## src/rtl/ex_alu_div.sv

```systemverilog
// Execute stage: RV32I ALU, single-cycle RV32M multiply, and a 32-step
// restoring divider. Produces the write-back triple for EX/MEM.
//
// Hold handshake: stall_o=1 means "this instruction is not finished; keep
// ID/EX and everything upstream frozen". The instruction in ID/EX advances
// only on an edge where stall_o=0, and regs_wen_o is only ever asserted in
// such a cycle.
module ex_alu_div #(
  parameter int DIV_ITER = 32
) (
  input  logic        clk,
  input  logic        rst,
  input  logic [31:0] inst_i,
  input  logic [31:0] instaddr_i,
  input  logic [31:0] op1_i,
  input  logic [31:0] op2_i,
  input  logic        regs_wen_i,
  input  logic [4:0]  rd_addr_i,
  input  logic        flush_i,
  output logic [31:0] instaddr_o,
  output logic [31:0] rd_data_o,
  output logic [4:0]  rd_addr_o,
  output logic        regs_wen_o,
  output logic        stall_o,
  output logic [1:0]  dbg_state_o
);

  typedef enum logic [1:0] {
    S_IDLE = 2'd0,
    S_CALC = 2'd1,
    S_DONE = 2'd2
  } div_state_t;

  div_state_t  r_state;
  div_state_t  w_state_nxt;
  logic [4:0]  r_cnt;
  logic [31:0] r_quot;
  logic [31:0] r_rem;
  logic [31:0] r_divisor;
  logic        r_is_rem;
  logic        r_neg_q;
  logic        r_neg_r;

  logic [6:0]  w_opcode;
  logic [2:0]  w_funct3;
  logic [6:0]  w_funct7;
  logic        w_is_opimm;
  logic        w_is_op;
  logic        w_is_m;
  logic        w_is_div;
  logic [4:0]  w_shamt;
  logic [31:0] w_alu_res;
  logic        w_mul_a_sgn;
  logic        w_mul_b_sgn;
  logic signed [65:0] w_mul_a;
  logic signed [65:0] w_mul_b;
  logic signed [65:0] w_mul_prod;
  logic [31:0] w_mul_res;
  logic        w_div_sgn;
  logic        w_a_neg;
  logic        w_b_neg;
  logic [31:0] w_dvd_mag;
  logic [31:0] w_dvs_mag;
  logic [32:0] w_rem_sh;
  logic [32:0] w_diff;
  logic        w_ge;
  logic [31:0] w_div_res;
  logic        w_stall;
  logic        w_unused;

  assign w_opcode   = inst_i[6:0];
  assign w_funct3   = inst_i[14:12];
  assign w_funct7   = inst_i[31:25];
  assign w_is_opimm = (w_opcode == 7'b0010011);
  assign w_is_op    = (w_opcode == 7'b0110011) &&
                      ((w_funct7 == 7'b0000000) || (w_funct7 == 7'b0100000));
  assign w_is_m     = (w_opcode == 7'b0110011) && (w_funct7 == 7'b0000001);
  assign w_is_div   = w_is_m && w_funct3[2];
  assign w_shamt    = op2_i[4:0];
  assign w_unused   = ^{inst_i[24:15], inst_i[11:7], w_mul_prod[65:64]};

  // Integer ALU shared by OP and OP-IMM; SUB only exists in the OP encoding.
  always_comb begin
    w_alu_res = 32'd0;
    case (w_funct3)
      3'b000: w_alu_res = (w_is_op && inst_i[30]) ? (op1_i - op2_i) : (op1_i + op2_i);
      3'b001: w_alu_res = op1_i << w_shamt;
      3'b010: w_alu_res = {31'd0, $signed(op1_i) < $signed(op2_i)};
      3'b011: w_alu_res = {31'd0, op1_i < op2_i};
      3'b100: w_alu_res = op1_i ^ op2_i;
      3'b101: w_alu_res = inst_i[30] ? 32'($signed(op1_i) >>> w_shamt) : (op1_i >> w_shamt);
      3'b110: w_alu_res = op1_i | op2_i;
      3'b111: w_alu_res = op1_i & op2_i;
      default: w_alu_res = 32'd0;
    endcase
  end

  // MUL family: one signed 66-bit product, operands sign- or zero-extended per funct3.
  assign w_mul_a_sgn = ((w_funct3 == 3'b001) || (w_funct3 == 3'b010)) && op1_i[31];
  assign w_mul_b_sgn = (w_funct3 == 3'b001) && op2_i[31];
  assign w_mul_a     = {{34{w_mul_a_sgn}}, op1_i};
  assign w_mul_b     = {{34{w_mul_b_sgn}}, op2_i};
  assign w_mul_prod  = w_mul_a * w_mul_b;
  assign w_mul_res   = (w_funct3 == 3'b000) ? w_mul_prod[31:0] : w_mul_prod[63:32];

  // Divider operand magnitudes; DIV/REM (funct3[0]=0) are the signed forms.
  assign w_div_sgn = ~w_funct3[0];
  assign w_a_neg   = w_div_sgn && op1_i[31];
  assign w_b_neg   = w_div_sgn && op2_i[31];
  assign w_dvd_mag = w_a_neg ? (32'd0 - op1_i) : op1_i;
  assign w_dvs_mag = w_b_neg ? (32'd0 - op2_i) : op2_i;

  // One restoring step: shift {rem,quot} left, keep the difference if it is non-negative.
  assign w_rem_sh = {r_rem, r_quot[31]};
  assign w_diff   = w_rem_sh - {1'b0, r_divisor};
  assign w_ge     = ~w_diff[32];

  // Sign correction applied to whatever the divider currently holds.
  always_comb begin
    w_div_res = 32'd0;
    if (r_is_rem) w_div_res = r_neg_r ? (32'd0 - r_rem) : r_rem;
    else          w_div_res = r_neg_q ? (32'd0 - r_quot) : r_quot;
  end

  // Divider FSM state register.
  always_ff @(posedge clk or posedge rst) begin
    if (rst) r_state <= S_IDLE;
    else     r_state <= w_state_nxt;
  end

  // Divider FSM next state and stall request; DONE always returns to IDLE.
  always_comb begin
    w_state_nxt = r_state;
    w_stall     = 1'b0;
    if (flush_i) begin
      w_state_nxt = S_IDLE;
    end else begin
      case (r_state)
        S_IDLE: begin
          if (w_is_div) begin
            w_stall     = 1'b1;
            w_state_nxt = (op2_i == 32'd0) ? S_DONE : S_CALC;
          end
        end
        S_CALC: begin
          w_stall = 1'b1;
          if (r_cnt == 5'(DIV_ITER - 1)) w_state_nxt = S_DONE;
        end
        S_DONE:  w_state_nxt = S_IDLE;
        default: w_state_nxt = S_IDLE;
      endcase
    end
  end

  // Divider datapath: latch operands on start, then iterate in CALC.
  always_ff @(posedge clk or posedge rst) begin
    if (rst) begin
      r_cnt     <= 5'd0;
      r_quot    <= 32'd0;
      r_rem     <= 32'd0;
      r_divisor <= 32'd0;
      r_is_rem  <= 1'b0;
      r_neg_q   <= 1'b0;
      r_neg_r   <= 1'b0;
    end else if (!flush_i) begin
      if ((r_state == S_IDLE) && w_is_div) begin
        r_cnt     <= 5'd0;
        r_divisor <= w_dvs_mag;
        r_is_rem  <= w_funct3[1];
        r_neg_r   <= w_a_neg;
        r_neg_q   <= (w_a_neg ^ w_b_neg) && (op2_i != 32'd0);
        if (op2_i == 32'd0) begin
          // Divide by zero: all-ones quotient, dividend as remainder.
          r_quot <= 32'hFFFF_FFFF;
          r_rem  <= w_dvd_mag;
        end else begin
          r_quot <= w_dvd_mag;
          r_rem  <= 32'd0;
        end
      end else if (r_state == S_CALC) begin
        r_cnt  <= r_cnt + 5'd1;
        r_quot <= {r_quot[30:0], w_ge};
        r_rem  <= w_ge ? w_diff[31:0] : w_rem_sh[31:0];
      end
    end
  end

  // Output mux: divider owns rd_data while busy, otherwise the combinational result.
  always_comb begin
    rd_data_o = 32'd0;
    if (r_state != S_IDLE)            rd_data_o = w_div_res;
    else if (w_is_opimm || w_is_op)   rd_data_o = w_alu_res;
    else if (w_is_m && !w_funct3[2])  rd_data_o = w_mul_res;
  end

  assign stall_o     = w_stall && !rst;
  assign regs_wen_o  = regs_wen_i && (rd_addr_i != 5'd0) && !flush_i && !stall_o;
  assign instaddr_o  = instaddr_i;
  assign rd_addr_o   = rd_addr_i;
  assign dbg_state_o = r_state;

endmodule

```

## config.mk

```make
export PLATFORM = sky130hd
export DESIGN_NAME = ex_alu_div
export DESIGN_NICKNAME = d
export VERILOG_FILES = /design/src/rtl/ex_alu_div.sv
export SDC_FILE = /design/constraint.sdc
export NUM_CORES = 2
export LEC_CHECK = 0
export CORE_MARGIN = 2
export CORE_UTILIZATION = 55
export DETAILED_ROUTE_END_ITERATION = 7
export GPL_TIMING_DRIVEN = 0
export PLACE_DENSITY = 0.73
export SLEW_MARGIN = 20
export SYNTH_ARGS = -nofsm -noshare
export SYNTH_HDL_FRONTEND = slang
export SYNTH_SLANG_ARGS = --single-unit
export TNS_END_PERCENT = 30
```

## constraint.sdc

```tcl
create_clock -name clk -period 22.9 [get_ports clk]
set_input_delay 3.435 -clock clk [delete_from_list [all_inputs] [get_ports clk]]
set_output_delay 3.435 -clock clk [all_outputs]
set_load 0.01 [all_outputs]
```

==> out/metrics.cfg <==
[outcome]
outcome=finished with violations
violations=design-rule violations

[worst_setup_path]
startpoint_type=primary input
slowest_delay_ns=1.04
slowest_stage=xnor2_1
end_kind=primary output
cp_top_family=buffers and inverters
cpMostUsedCell=fa_1
worstPathMaxFanout=11
crit_arrival_ns=18.37
critPathBufInv=12
crit_type=primary input to primary output
required_ns=19.47

[die]
die_w_um=323
dieArea_um2=104000
ioPinCount=210
fp-row-count=116
initial_utilization=0.557
core_area_um2=100000
die_h_um=323

[detailed_routing]
drc=14
vias=56500
drt_first_pass_iters=8
postRouteWirelength_um=290000
via_per_inst=6.66
wl_per_cell_um=34.1
dr.first_iter.drc_count=9514
antenna_left=0

[finish]
drive_gt1_frac=0.0339
seqCellArea_um2=2650
num-nets-final=8721
area.growth.synth_to_final_pct=7.08
fillers=8966
multi_input_area_um2=46400

[yosys]
netlist_area_um2=56000
synth-edff-count=0
ys_warn_count=0
yosys_most_used_dff=dfrtp_1
syn-num-nets=8535
yosys.cell_types.count=84
ys_ff_latch=106
ys_async_sr_fraction=1.00
syn_avg_cell_area_um2=8.08
ys_seq_area_frac=0.0474
synthCells=6923

[timing]
period_minus_slack_ns=21.80
slew_headroom=0.0427
setup_total_negative_slack_ns=0
final-setup-viol-count=0
finalCritPeriodShare=0.952
rsz0062_at_grt=false
skew_ns=0.0120
final_max_slew_viol_count=0
hold_viol=0
fmax_mhz=45.9
tightest_slew_ns=1.44

[placed_design]
hpwlAfterDp_um=238000
gp_routability_congestion=1.21
io_buffers=161

[clocking]
ctsLongestPathBuffers=2
cts_inserted_buffers=9
post_cts_buffers=0
cts_root_buffer=clkbuf_16
cts_max_level=3
cts_tree=yes
clk_pin_slew_ns=0.08
holdBufCountCts=0
postCtsResizedCells=0
clkLatencyLatePin_ns=0.39
clock_sinks=106

[global_routing]
grt_usage=0.564
gr-total-overflow=0
grt_pass1_vias=55900
grt_max_degree=67
antenna_found_initial=30
grt_pass1_wl_um=407000

[flow_run]
cap_viol_max_count=0

[worst_hold_path]
hold_class=flip-flop to flip-flop

==> registers in the layout, indices dropped and copies added, names as in the netlist <==
register and cells:
dbg_state_o 2, r_cnt 5, r_divisor 32, r_is_rem 1, r_neg_q 1, r_neg_r 1, r_quot 32, r_rem 32
==> synth_stat cells (18+ instances only) <==
| master | instances | area [um2] |
|---|---|---|
| mux2i_1 | 65 | 651 |
| nor2b_1 | 19 | 119 |
| o211ai_1 | 43 | 323 |
| fa_1 | 1128 | 22600 |
| buf_1 | 100 | 375 |
| o21ai_0 | 307 | 1540 |
| xnor2_1 | 182 | 1590 |
| xor2_1 | 66 | 578 |
| a211oi_1 | 58 | 435 |
| nor2_1 | 640 | 2400 |
| a31oi_1 | 41 | 257 |
| o31ai_1 | 45 | 338 |
| nor3_1 | 67 | 335 |
| and3_1 | 24 | 150 |
| nand2_1 | 1030 | 3870 |
| nand2b_1 | 30 | 188 |
| o21bai_1 | 21 | 158 |
| nor4_1 | 18 | 113 |
| a21oi_1 | 372 | 1860 |
| inv_1 | 1350 | 5070 |
| buf_4 | 38 | 285 |
| o21a_1 | 21 | 158 |
| nand4_1 | 22 | 138 |
| or2_2 | 18 | 113 |
| or3_1 | 26 | 163 |
| nand3_1 | 52 | 260 |
| mux4_2 | 42 | 946 |
| dfrtp_1 | 106 | 2650 |
| ha_1 | 347 | 4340 |
| clkbuf_1 | 299 | 1120 |
| o41ai_1 | 19 | 166 |
| a21o_1 | 46 | 345 |
==> layout by cell type (no fill, tap or decap), drive strengths merged, types with 42 or more instances in the layout <==
| cell | n |
|---|---|
| buf | 163 |
| mux4 | 42 |
| a21o | 46 |
| nand3 | 52 |
| clkdlybuf4s50 | 161 |
| nor2 | 640 |
| o21ai | 313 |
| clkbuf | 315 |
| xnor2 | 182 |
| fa | 1128 |
| a211oi | 58 |
| nand2 | 1030 |
| dfrtp | 106 |
| nor3 | 68 |
| o31ai | 45 |
| inv | 1358 |
| mux2i | 65 |
| ha | 347 |
| a21oi | 372 |
| o211ai | 43 |
| xor2 | 66 |
==> through the flow <==
stage          worst slack (ns)  cell area (um2)   util  hold WS (ns)  cells
5_1_grt                    1.42            59900  0.596         0.511   8478
6_report                   1.10            59900  0.597         0.492   8493
3_5_place_dp               1.81            59400  0.592         0.475   8449
4_1_cts                    1.72            59700  0.595         0.493   8464
3_3_place_gp              0.810            59300  0.590         0.457   8441
2_1_floorplan              7.25            56000      -         0.445   6923
==> worst paths after layout <==
kind                                        startpoint                   endpoint  slack (ns)  cells after the start
min in group asynchronous                          rst      r_quot[9]$_DFFE_PP0P_        3.45                      2
worst max register to register  r_quot[31]$_DFFE_PP0P_      r_rem[23]$_DFFE_PP0P_       17.45                     15
max in group asynchronous                          rst  r_divisor[16]$_DFFE_PP0P_       18.72                      3
worst min-delay path              r_cnt[4]$_DFFE_PP0P_       r_cnt[4]$_DFFE_PP0P_        0.49                      2
worst max-delay path                          op2_i[2]               rd_data_o[1]        1.10                     31
worst min register to register    r_cnt[4]$_DFFE_PP0P_       r_cnt[4]$_DFFE_PP0P_        0.49                      2
==> cell type report <==
class	instances	share of cell area
Clock inverter	6	0.000835
Timing Repair Buffer	175	0.0294
Tap cell	1357	0.0283
Sequential cell	106	0.0443
Clock buffer	9	0.00376
Inverter	1364	0.0855
Multi-Input combinational cell	4997	0.774
Buffer	456	0.0332
Antenna cell	23	0.000961
==> worst register-to-register path, stage by stage (launching register included) <==
cell      delay [ns]
dfrtp_1         0.41
inv_1           0.11
ha_1            0.27
fa_1            0.40
nand2b_1        0.20
a21oi_1         0.37
o211ai_1        0.34
a211oi_1        0.63
o21a_1          0.30
a211o_1         0.24
xor2_1          0.93
clkbuf_1        0.60
nand2_1         0.11
a21oi_1         0.23
o21ai_0         0.13
nand2_1         0.11
==> routing by layer <==
| metal | wire length, um | GRT usage | vias to the layer above | part of all wire |
|---|---|---|---|---|
| met4 | 34200 | 0.481 | 36 | 0.12 |
| met1 | 92300 | 0.634 | 27400 | 0.32 |
| met5 | 846 | 0.0884 | - | 0.0029 |
| met2 | 110000 | 0.749 | 5440 | 0.38 |
| li1 | - | - | 21900 | - |
| met3 | 52700 | 0.330 | 1796 | 0.18 |
==> kinds of logic (layout without fill, tap and decap cells) <==
group	count (synthesis)	after routing	share of synthesized area
AND/OR/NAND/NOR	2003	2003	0.148
buffers and inverters	1820	2010	0.126
adder cells (fa/ha/maj)	1475	1475	0.481
AO/OA/AOI/OAI	1148	1148	0.126
XOR/XNOR	248	248	0.0388
multiplexers	123	123	0.0318
flip-flops	106	106	0.0474
other	0	23	0
Power is not shown: default switching activity piles up to over one toggle a cycle in this logic, so the estimate is an artifact.
